==> config.mk <==
export PLATFORM = sky130hd
export DESIGN_NAME = udma_pattern_gen_rx
export DESIGN_NICKNAME = d
export VERILOG_FILES = /design/src/rtl/udma_pattern_gen_pkg.sv /design/src/rtl/udma_pattern_next.sv /design/src/rtl/udma_pattern_gen_rx.sv
export SDC_FILE = /design/constraint.sdc
export NUM_CORES = 1
export LEC_CHECK = 0
export CORE_UTILIZATION = 45
export DETAILED_ROUTE_END_ITERATION = 10
export DONT_BUFFER_PORTS = 1
export SLEW_MARGIN = 20
export SYNTH_ARGS = -nofsm -noshare
export SYNTH_HDL_FRONTEND = slang
export SYNTH_SLANG_ARGS = --single-unit
==> constraint.sdc <==
create_clock -name clk_i -period 5.4 [get_ports clk_i]
set_clock_uncertainty 0.1 [all_clocks]
set_input_delay 0.54 -clock clk_i [delete_from_list [all_inputs] [get_ports clk_i]]
set_output_delay 0.54 -clock clk_i [all_outputs]
set_load 0.02 [all_outputs]
==> src/rtl/udma_pattern_gen_pkg.sv <==
// Shared types and constants for the uDMA RX pattern generator.
// Covers the pattern modes, the FSM states and the LFSR feedback masks for each width.
package udma_pattern_gen_pkg;

    typedef enum logic [1:0] {
        MODE_INCR  = 2'd0,
        MODE_DECR  = 2'd1,
        MODE_LFSR  = 2'd2,
        MODE_CONST = 2'd3
    } mode_e;

    typedef enum logic [1:0] {
        ST_IDLE       = 2'd0,
        ST_GEN        = 2'd1,
        ST_GAP        = 2'd2,
        ST_WAIT_CLEAR = 2'd3
    } state_e;

    // Galois right-shift feedback masks.
    // Bit i of the mask is set for every tap at x^(i+1).
    function automatic logic [63:0] lfsr_taps(input int unsigned width);
        logic [63:0] taps;
        case (width)
            8:       taps = 64'h0000_0000_0000_00B8;
            16:      taps = 64'h0000_0000_0000_B400;
            24:      taps = 64'h0000_0000_00E1_0000;
            32:      taps = 64'h0000_0000_8020_0003;
            40:      taps = 64'h0000_00A0_0014_0000;
            48:      taps = 64'h0000_C000_0018_0000;
            56:      taps = 64'h00C0_0006_0000_0000;
            64:      taps = 64'hD800_0000_0000_0000;
            default: taps = (64'd1 << (width - 1)) | 64'd1;
        endcase
        return taps;
    endfunction

endpackage

==> src/rtl/udma_pattern_next.sv <==
// Combinational next-word unit for the pattern generator.
// INCR and DECR wrap modulo 2^DATA_WIDTH; LFSR is a Galois right-shift register.
module udma_pattern_next
    import udma_pattern_gen_pkg::*;
#(
    parameter int unsigned DATA_WIDTH = 32
) (
    input  mode_e                 mode,
    input  logic [DATA_WIDTH-1:0] data,
    input  logic [DATA_WIDTH-1:0] step,
    output logic [DATA_WIDTH-1:0] next_data
);

    localparam logic [63:0]           TAPS_FULL = lfsr_taps(DATA_WIDTH);
    localparam logic [DATA_WIDTH-1:0] TAPS      = TAPS_FULL[DATA_WIDTH-1:0];

    always_comb begin
        next_data = data;
        case (mode)
            MODE_INCR:  next_data = data + step;
            MODE_DECR:  next_data = data - step;
            MODE_LFSR:  next_data = (data >> 1) ^ (data[0] ? TAPS : '0);
            MODE_CONST: next_data = data;
            default:    next_data = data;
        endcase
    end

endmodule

==> src/rtl/udma_pattern_gen_rx.sv <==
// uDMA RX traffic generator: emits INCR/DECR/LFSR/CONST words on a valid/ready channel,
// with a programmable inter-word gap, a continuous mode and a done pulse at the end of each run.
module udma_pattern_gen_rx
    import udma_pattern_gen_pkg::*;
#(
    parameter int unsigned DATA_WIDTH = 32,
    parameter int unsigned CNT_WIDTH  = 16,
    parameter int unsigned GAP_WIDTH  = 8
) (
    input  logic                  clk_i,
    input  logic                  rst_i,
    input  logic                  cfg_en_i,
    input  logic [1:0]            cfg_mode_i,
    input  logic [DATA_WIDTH-1:0] cfg_seed_i,
    input  logic [DATA_WIDTH-1:0] cfg_step_i,
    input  logic [CNT_WIDTH-1:0]  cfg_len_i,
    input  logic [GAP_WIDTH-1:0]  cfg_gap_i,
    input  logic                  cfg_cont_i,
    output logic                  busy_o,
    output logic                  done_o,
    output logic [CNT_WIDTH-1:0]  words_o,
    output logic [DATA_WIDTH-1:0] rx_data_o,
    output logic                  rx_valid_o,
    input  logic                  rx_ready_i
);

    state_e                state;
    mode_e                 mode_q;
    logic [DATA_WIDTH-1:0] seed_q;
    logic [DATA_WIDTH-1:0] step_q;
    logic [CNT_WIDTH-1:0]  len_q;
    logic [GAP_WIDTH-1:0]  gap_q;
    logic                  cont_q;

    logic [DATA_WIDTH-1:0] data_q;
    logic [CNT_WIDTH-1:0]  count_q;
    logic [GAP_WIDTH-1:0]  gap_cnt;
    logic                  valid_q;
    logic                  busy_q;
    logic                  done_q;

    logic [DATA_WIDTH-1:0] next_data;
    logic [DATA_WIDTH-1:0] seed_eff;
    logic                  beat;
    logic                  last;

    // An all-zero LFSR seed would never advance, so it is replaced by 1.
    assign seed_eff = (mode_e'(cfg_mode_i) == MODE_LFSR && cfg_seed_i == '0)
                      ? DATA_WIDTH'(1) : cfg_seed_i;
    assign beat     = valid_q & rx_ready_i;
    assign last     = (count_q == len_q);

    udma_pattern_next #(
        .DATA_WIDTH (DATA_WIDTH)
    ) u_next (
        .mode      (mode_q),
        .data      (data_q),
        .step      (step_q),
        .next_data (next_data)
    );

    always_ff @(posedge clk_i or posedge rst_i) begin
        if (rst_i) begin
            state   <= ST_IDLE;
            mode_q  <= MODE_INCR;
            seed_q  <= '0;
            step_q  <= '0;
            len_q   <= '0;
            gap_q   <= '0;
            cont_q  <= 1'b0;
            data_q  <= '0;
            count_q <= '0;
            gap_cnt <= '0;
            valid_q <= 1'b0;
            busy_q  <= 1'b0;
            done_q  <= 1'b0;
        end else begin
            done_q <= 1'b0;
            case (state)
                ST_IDLE: begin
                    if (cfg_en_i) begin
                        mode_q  <= mode_e'(cfg_mode_i);
                        seed_q  <= seed_eff;
                        step_q  <= cfg_step_i;
                        len_q   <= cfg_len_i;
                        gap_q   <= cfg_gap_i;
                        cont_q  <= cfg_cont_i;
                        data_q  <= seed_eff;
                        count_q <= '0;
                        valid_q <= 1'b1;
                        busy_q  <= 1'b1;
                        state   <= ST_GEN;
                    end
                end
                ST_GEN: begin
                    if (beat) begin
                        count_q <= count_q + CNT_WIDTH'(1);
                        if (!cfg_en_i) begin
                            valid_q <= 1'b0;
                            busy_q  <= 1'b0;
                            state   <= ST_IDLE;
                        end else if (last && !cont_q) begin
                            done_q  <= 1'b1;
                            valid_q <= 1'b0;
                            busy_q  <= 1'b0;
                            state   <= ST_WAIT_CLEAR;
                        end else begin
                            // A continuous restart and a normal advance share the gap handling.
                            if (last) begin
                                done_q  <= 1'b1;
                                data_q  <= seed_q;
                                count_q <= '0;
                            end else begin
                                data_q <= next_data;
                            end
                            if (gap_q != '0) begin
                                gap_cnt <= gap_q;
                                valid_q <= 1'b0;
                                state   <= ST_GAP;
                            end
                        end
                    end
                end
                ST_GAP: begin
                    if (!cfg_en_i) begin
                        busy_q <= 1'b0;
                        state  <= ST_IDLE;
                    end else if (gap_cnt <= GAP_WIDTH'(1)) begin
                        valid_q <= 1'b1;
                        state   <= ST_GEN;
                    end else begin
                        gap_cnt <= gap_cnt - GAP_WIDTH'(1);
                    end
                end
                ST_WAIT_CLEAR: begin
                    if (!cfg_en_i) begin
                        state <= ST_IDLE;
                    end
                end
                default: begin
                    valid_q <= 1'b0;
                    busy_q  <= 1'b0;
                    state   <= ST_IDLE;
                end
            endcase
        end
    end

    assign busy_o     = busy_q;
    assign done_o     = done_q;
    assign words_o    = count_q;
    assign rx_data_o  = data_q;
    assign rx_valid_o = valid_q;

endmodule

==> impl_metrics.yaml, run 1 <==
run_status:
  outcome: "finished, final reports clean"
global_route:
  grt.met3_usage: 0.05368
  grt_max_degree: 71
  top_usage_layer: "met2"
  met1_usage: 0.3318
  grt_pass1_vias: 7524
  antenna_found_initial: 0
  grt_pass1_wl_um: 41960
  grt_use_total: 0.2485
  met2_usage: 0.4113
  grt_overflow: 0
critical_path:
  critPathSlowestCell: "or4_4"
  cp_num_buf_inv: 0
  max_stage_delay_ns: 0.58
  crit_path_start_kind: "flop"
  critPathMaxFanout: 8
  setup.worst_path.class: "flop to flop"
  crit_family: "simple AND/OR/NAND/NOR gates"
  endpoint_kind: "flop"
  worstPathCellList: "or4_4 > nor3_2 > nand2_1 > nor2_1 > and2_1 > a21oi_1 > xnor2_1 > ha_1 > a21oi_1 > o21ai_0 > or4_1 > and2_1 > a31oi_1 > o21a_1 > nand3b_1 > and4bb_1"
  cp.required_ns: 5.62
  arrival_ns: 4.94
final_layout:
  fill_cells: 2028
  layout.nets: 1147
  syn2layout_area_growth_pct: 8.998
  regArea_mm2: 0.003804
  final_cells: 1300
  drive_gt1_frac: 0.1463
  diodes: 0
  fin_util: 0.4998
  multi_input_area_mm2: 0.005539
  post-route-cell-area_mm2: 0.01047
floorplanning:
  fp-row-count: 53
  initial_utilization: 0.4585
  dieWidth_um: 148.1
  core_area_mm2: 0.02096
  die_area_mm2: 0.02194
  ios: 146
  die_h_um: 148.1
clocking:
  cts.path.max_buffers: 2
  post-cts-setup-buffer-count: 0
  cts.clk_slew.worst_paths_ns: 0.07
  htree_levels: 4
  ctsResizeCount: 0
  cts-root-buf: "clkbuf_16"
  cts_tree: "yes"
  insertion_delay_ns: 0.43
  numCtsBuffers: 17
  clock-sinks: 152
  cts.hold.buffers_added: 1
timing:
  final_max_slew_viol_count: 0
  fmax_ghz: 0.2116
  fin_crit_ns: 4.726
  hold_viol: 0
  finalCritPeriodShare: 0.8751
  setup_violations: 0
  rsz0062_at_grt: "false"
  tns_ns: 0
  relSlewSlack: 0.2434
  worst-slew-pin-transition_ns: 1.135
place:
  placed_cells: 1267
  portBuffers: 0
  place_congestion: 0.8712
  place_area_mm2: 0.009872
  post-dp-hpwl_um: 18900
drt:
  drt-initial-drc-count: 487
  final_antenna_net_count: 0
  routed-via-count: 7721
  vias_per_cell: 5.939
  routed_wl_um: 26450
  wl_per_cell_um: 20.35
  firstDrtPassIters: 6
  drc: 0
logic_synthesis:
  synthCells: 1029
  yosys_warnings: 0
  syn_area_mm2: 0.009608
  ys_async_sr_fraction: 1.000
  ys_top_cells_by_count: "152 x dfrtp_1, 102 x nand2_1, 91 x mux2_2"
  seq_area_frac_synth: 0.3959
  synth_area_leader_cell: "dfrtp_1"
  syn_avg_cell_area_um2: 9.337
  ys.flop_type: "dfrtp_1"
  synth_area_leaders: "dfrtp_1 40%, mux2_2 11%, ha_1 5.1%, a21oi_1 4.3%, xnor2_1 4.2%"
  synth-edff-count: 0
  synth-seq-cells: 152
  synth_top_cell_area_share: 0.3959
  ys_types: 66
  synth_most_common_cell: "dfrtp_1"
  syn_nets: 1164
job:
  drv_cap: 0
min_path:
  hold_path.class: "input pin to flop"
[worst paths after layout]
kind                       slack, ns            end  depth (start not counted)          from
min                             0.15       len_q[9]                          1  cfg_len_i[9]
min reg2reg                     0.39     seed_q[24]                          2    seed_q[24]
min in group asynchronous       0.46       len_q[9]                          2         rst_i
max in group asynchronous       3.57     step_q[22]                          3         rst_i
max                             0.67  rx_data_o[31]                         16     step_q[2]
max reg2reg                     0.67  rx_data_o[31]                         16     step_q[2]
[registers in the layout, summed over array words and instances (netlist names), 2 cells and up]
name       cells
gap_cnt        8
gap_q          8
len_q         16
mode_q         2
rx_data_o     32
seed_q        32
state          2
step_q        32
words_o       16
[layer usage]
metal | wire (um) | up-vias
met1 | 11900 | 3777
met3 | 1648 | 30
met5 | 0 | -
li1 | - | 3702
met4 | 387 | 0
met2 | 12520 | 212
[cells by family (layout without fill, tap and decap cells)]
| kind of cell | count (synthesis) | after routing | synth area share |
|---|---|---|---|
| AO/OA/AOI/OAI | 272 | 272 | 0.1753 |
| AND/OR/NAND/NOR | 308 | 308 | 0.1554 |
| flip-flops | 152 | 152 | 0.3959 |
| buffers and inverters | 74 | 70 | 0.02917 |
| adder cells (fa/ha/maj) | 40 | 40 | 0.05287 |
| XOR/XNOR | 85 | 85 | 0.07748 |
| multiplexers | 98 | 98 | 0.1139 |
[final cells by class]
type,instances,area share
well taps,275,0.03286
flip-flops and latches,152,0.3632
clock buffers,18,0.04194
multi-input cells,803,0.5289
clock inverters,14,0.01446
inverters,26,0.009797
repair buffers,12,0.008841
[worst register-to-register path, stage by stage, from the launching register on]
cell      delay, ns
dfrtp_1        0.45
or4_4          0.58
nor3_2         0.19
nand2_1        0.08
nor2_1         0.25
and2_1         0.38
a21oi_1        0.14
xnor2_1        0.15
ha_1           0.34
a21oi_1        0.30
o21ai_0        0.16
or4_1          0.49
and2_1         0.17
a31oi_1        0.35
o21a_1         0.21
nand3b_1       0.08
and4bb_1       0.19
[cells in the final DEF, fill, tap and decap left out, drive strengths merged, types with 4 or more instances in the layout]
cell	n
a211oi	5
a21o	13
a21oi	83
a31oi	18
and2	6
and3	14
buf	11
clkbuf	18
dfrtp	152
ha	39
inv	36
mux2	91
mux2i	7
nand2	103
nand2b	8
nand3	22
nand4	8
nor2	79
nor2b	13
nor3	21
nor4	14
o211ai	31
o21a	7
o21ai	69
o21bai	4
o22ai	8
o31ai	5
o41ai	4
or3	7
xnor2	46
xor2	39
[stage by stage]
stage	hold slack [ns]	worst slack, ns
6_report	0.1512	0.6745
4_1_cts	0.1391	0.6448
2_1_floorplan	0.3504	0.6669
5_1_grt	0.1284	0.2800
3_3_place_gp	0.2897	0.8282
3_5_place_dp	0.2886	0.6670
Power of run 1 is not shown: default switching activity piles up to over one toggle a cycle in this logic, so the estimate is an artifact.
==> run 2, diff against run 1 <==
- CORE_UTILIZATION: 45 -> 60
- CTS_CLUSTER_SIZE: default -> 8
- PLACE_DENSITY: default -> 0.76
==> run 2 against run 1 <==
Net effect: global-route usage increased by 5.4 points; non-clock buffer count decreased by 2; flip-flop and latch count unchanged; sequential share of layout area increased by 0.48 points; cell count decreased by 5.2%; first-iteration DRC count increased by 4.5%; die area decreased by 25%; critical path depth unchanged; routed wire length decreased by 8.1%.
==> impl_metrics.yaml, run 2 (synthesis results as in run 1) <==
floorplanning:
  initial_utilization: 0.6228
  ios: 146
  die_h_um: 128.5
  core_area_mm2: 0.01543
  fp-row-count: 45
  die_area_mm2: 0.01652
  dieWidth_um: 128.5
timing:
  final_max_slew_viol_count: 0
  setup_violations: 0
  relSlewSlack: 0.3206
  tns_ns: 0
  rsz0062_at_grt: "false"
  fin_crit_ns: 4.663
  fmax_ghz: 0.2144
  worst-slew-pin-transition_ns: 1.019
  finalCritPeriodShare: 0.8636
  fin_ws_ns: 0.7368
  hold_viol: 0
critical_path:
  reg2reg_depth: 16
  setup.worst_path.class: "flop to flop"
  reg2reg_from: "step_q[2]"
  endpoint_kind: "flop"
  critPathMaxFanout: 8
  rr_endpoint: "rx_data_o[31]"
  rrSetupSlack_ns: 0.74
  arrival_ns: 4.88
  crit_path_start_kind: "flop"
  cp.required_ns: 5.62
drt:
  drt-initial-drc-count: 509
  drc: 0
  routed-via-count: 7816
  firstDrtPassIters: 5
  final_antenna_net_count: 0
  vias_per_cell: 6.339
  wl_per_cell_um: 19.72
  routed_wl_um: 24310
place:
  portBuffers: 0
  post-dp-hpwl_um: 17450
  placed_cells: 1202
  place_congestion: 0.9271
  place_ws_ns: 0.7887
global_route:
  grt_pass1_wl_um: 38430
  grt_max_degree: 112
  grt_overflow: 0
  grt_pass1_vias: 7322
  grt_use_total: 0.3023
  antenna_found_initial: 1
final_layout:
  final_common_cell: "dfrtp_1"
  final_cells: 1233
  drive_gt1_frac: 0.1448
  diodes: 0
  layout.nets: 1145
  final_cell_mix: "152 x dfrtp_1, 101 x nand2_1, 91 x mux2_2, 83 x a21oi_1, 79 x nor2_1"
  fill_cells: 1263
  fin_util: 0.6699
  syn2layout_area_growth_pct: 7.566
clocking:
  clock-sinks: 152
  htree_levels: 4
  cts_tree: "yes"
  insertion_delay_ns: 0.43
  cts-root-buf: "clkbuf_16"
  cts.clk_slew.worst_paths_ns: 0.07
  post-cts-setup-buffer-count: 0
  ctsResizeCount: 0
  cts.hold.buffers_added: 0
  cts.path.max_buffers: 2
  numCtsBuffers: 17
run_status:
  outcome: "finished, final reports clean"
min_path:
  hold_path.class: "input pin to async pin"
job:
  drv_cap: 0
run 2: cell count changes in the layout (fill, tap and decap cells not counted), sizes merged:
cell / delta
clkinv: +4
bufinv: -1
buf: -1
dlygate4sd3: -1
inv: -5
clkinvlp: +1
run 2: worst max-delay path by stage:
| stage | start | end | slack, ns | cells past startpoint |
|---|---|---|---|---|
| detailed placement | step_q[2] | rx_data_o[31] | 0.79 | 15 |
| finish | step_q[2] | rx_data_o[31] | 0.74 | 16 |
| CTS | step_q[2] | rx_data_o[31] | 0.77 | 15 |
| global route | step_q[2] | rx_data_o[28] | 0.39 | 16 |
| global placement | step_q[2] | rx_data_o[31] | 0.89 | 15 |
| floorplan | rst_i | busy_o | 0.67 | 1 |
run 2: cell type report:
class / count / area (um^2) / share of cell area
flip-flops and latches: 152 / 3804 / 0.3680
inverters: 26 / 105.1 / 0.01017
clock inverters: 13 / 113.9 / 0.01102
repair buffers: 10 / 75.07 / 0.007264
clock buffers: 18 / 439.2 / 0.04249
well taps: 211 / 264.0 / 0.02554
multi-input cells: 803 / 5534 / 0.5355
run 2: routing by layer:
metal	GRT usage	part of all wire	vias to the layer above
li1	-	-	3694
met1	0.3939	0.42	3800
met2	0.4852	0.47	275
met3	0.08857	0.084	45
met4	0.09827	0.023	2
met5	0	0.00053	-
run 2: worst max-delay path, cell delays in order, from the launching register on:
cell and delay (ns):
dfrtp_1 0.44, or4_4 0.57, nor3_2 0.19, nand2_1 0.08
nor2_1 0.25, and2_1 0.37, a21oi_1 0.13, xnor2_1 0.14
ha_1 0.39, a21oi_1 0.27, o21ai_0 0.14, or4_1 0.47
and2_1 0.16, a31oi_1 0.36, o21a_1 0.21, nand3b_1 0.07
and4bb_1 0.18
run 2: through the flow:
stage / hold slack [ns] / instance area (um^2)
after floorplan: 0.3504 / 9608
after global placement: 0.3664 / 9779
after detailed placement: 0.3734 / 9779
after CTS: 0.1424 / 10330
after global routing: 0.06601 / 10330
final: 0.01532 / 10330
Power of run 2 is left out for the same reason.
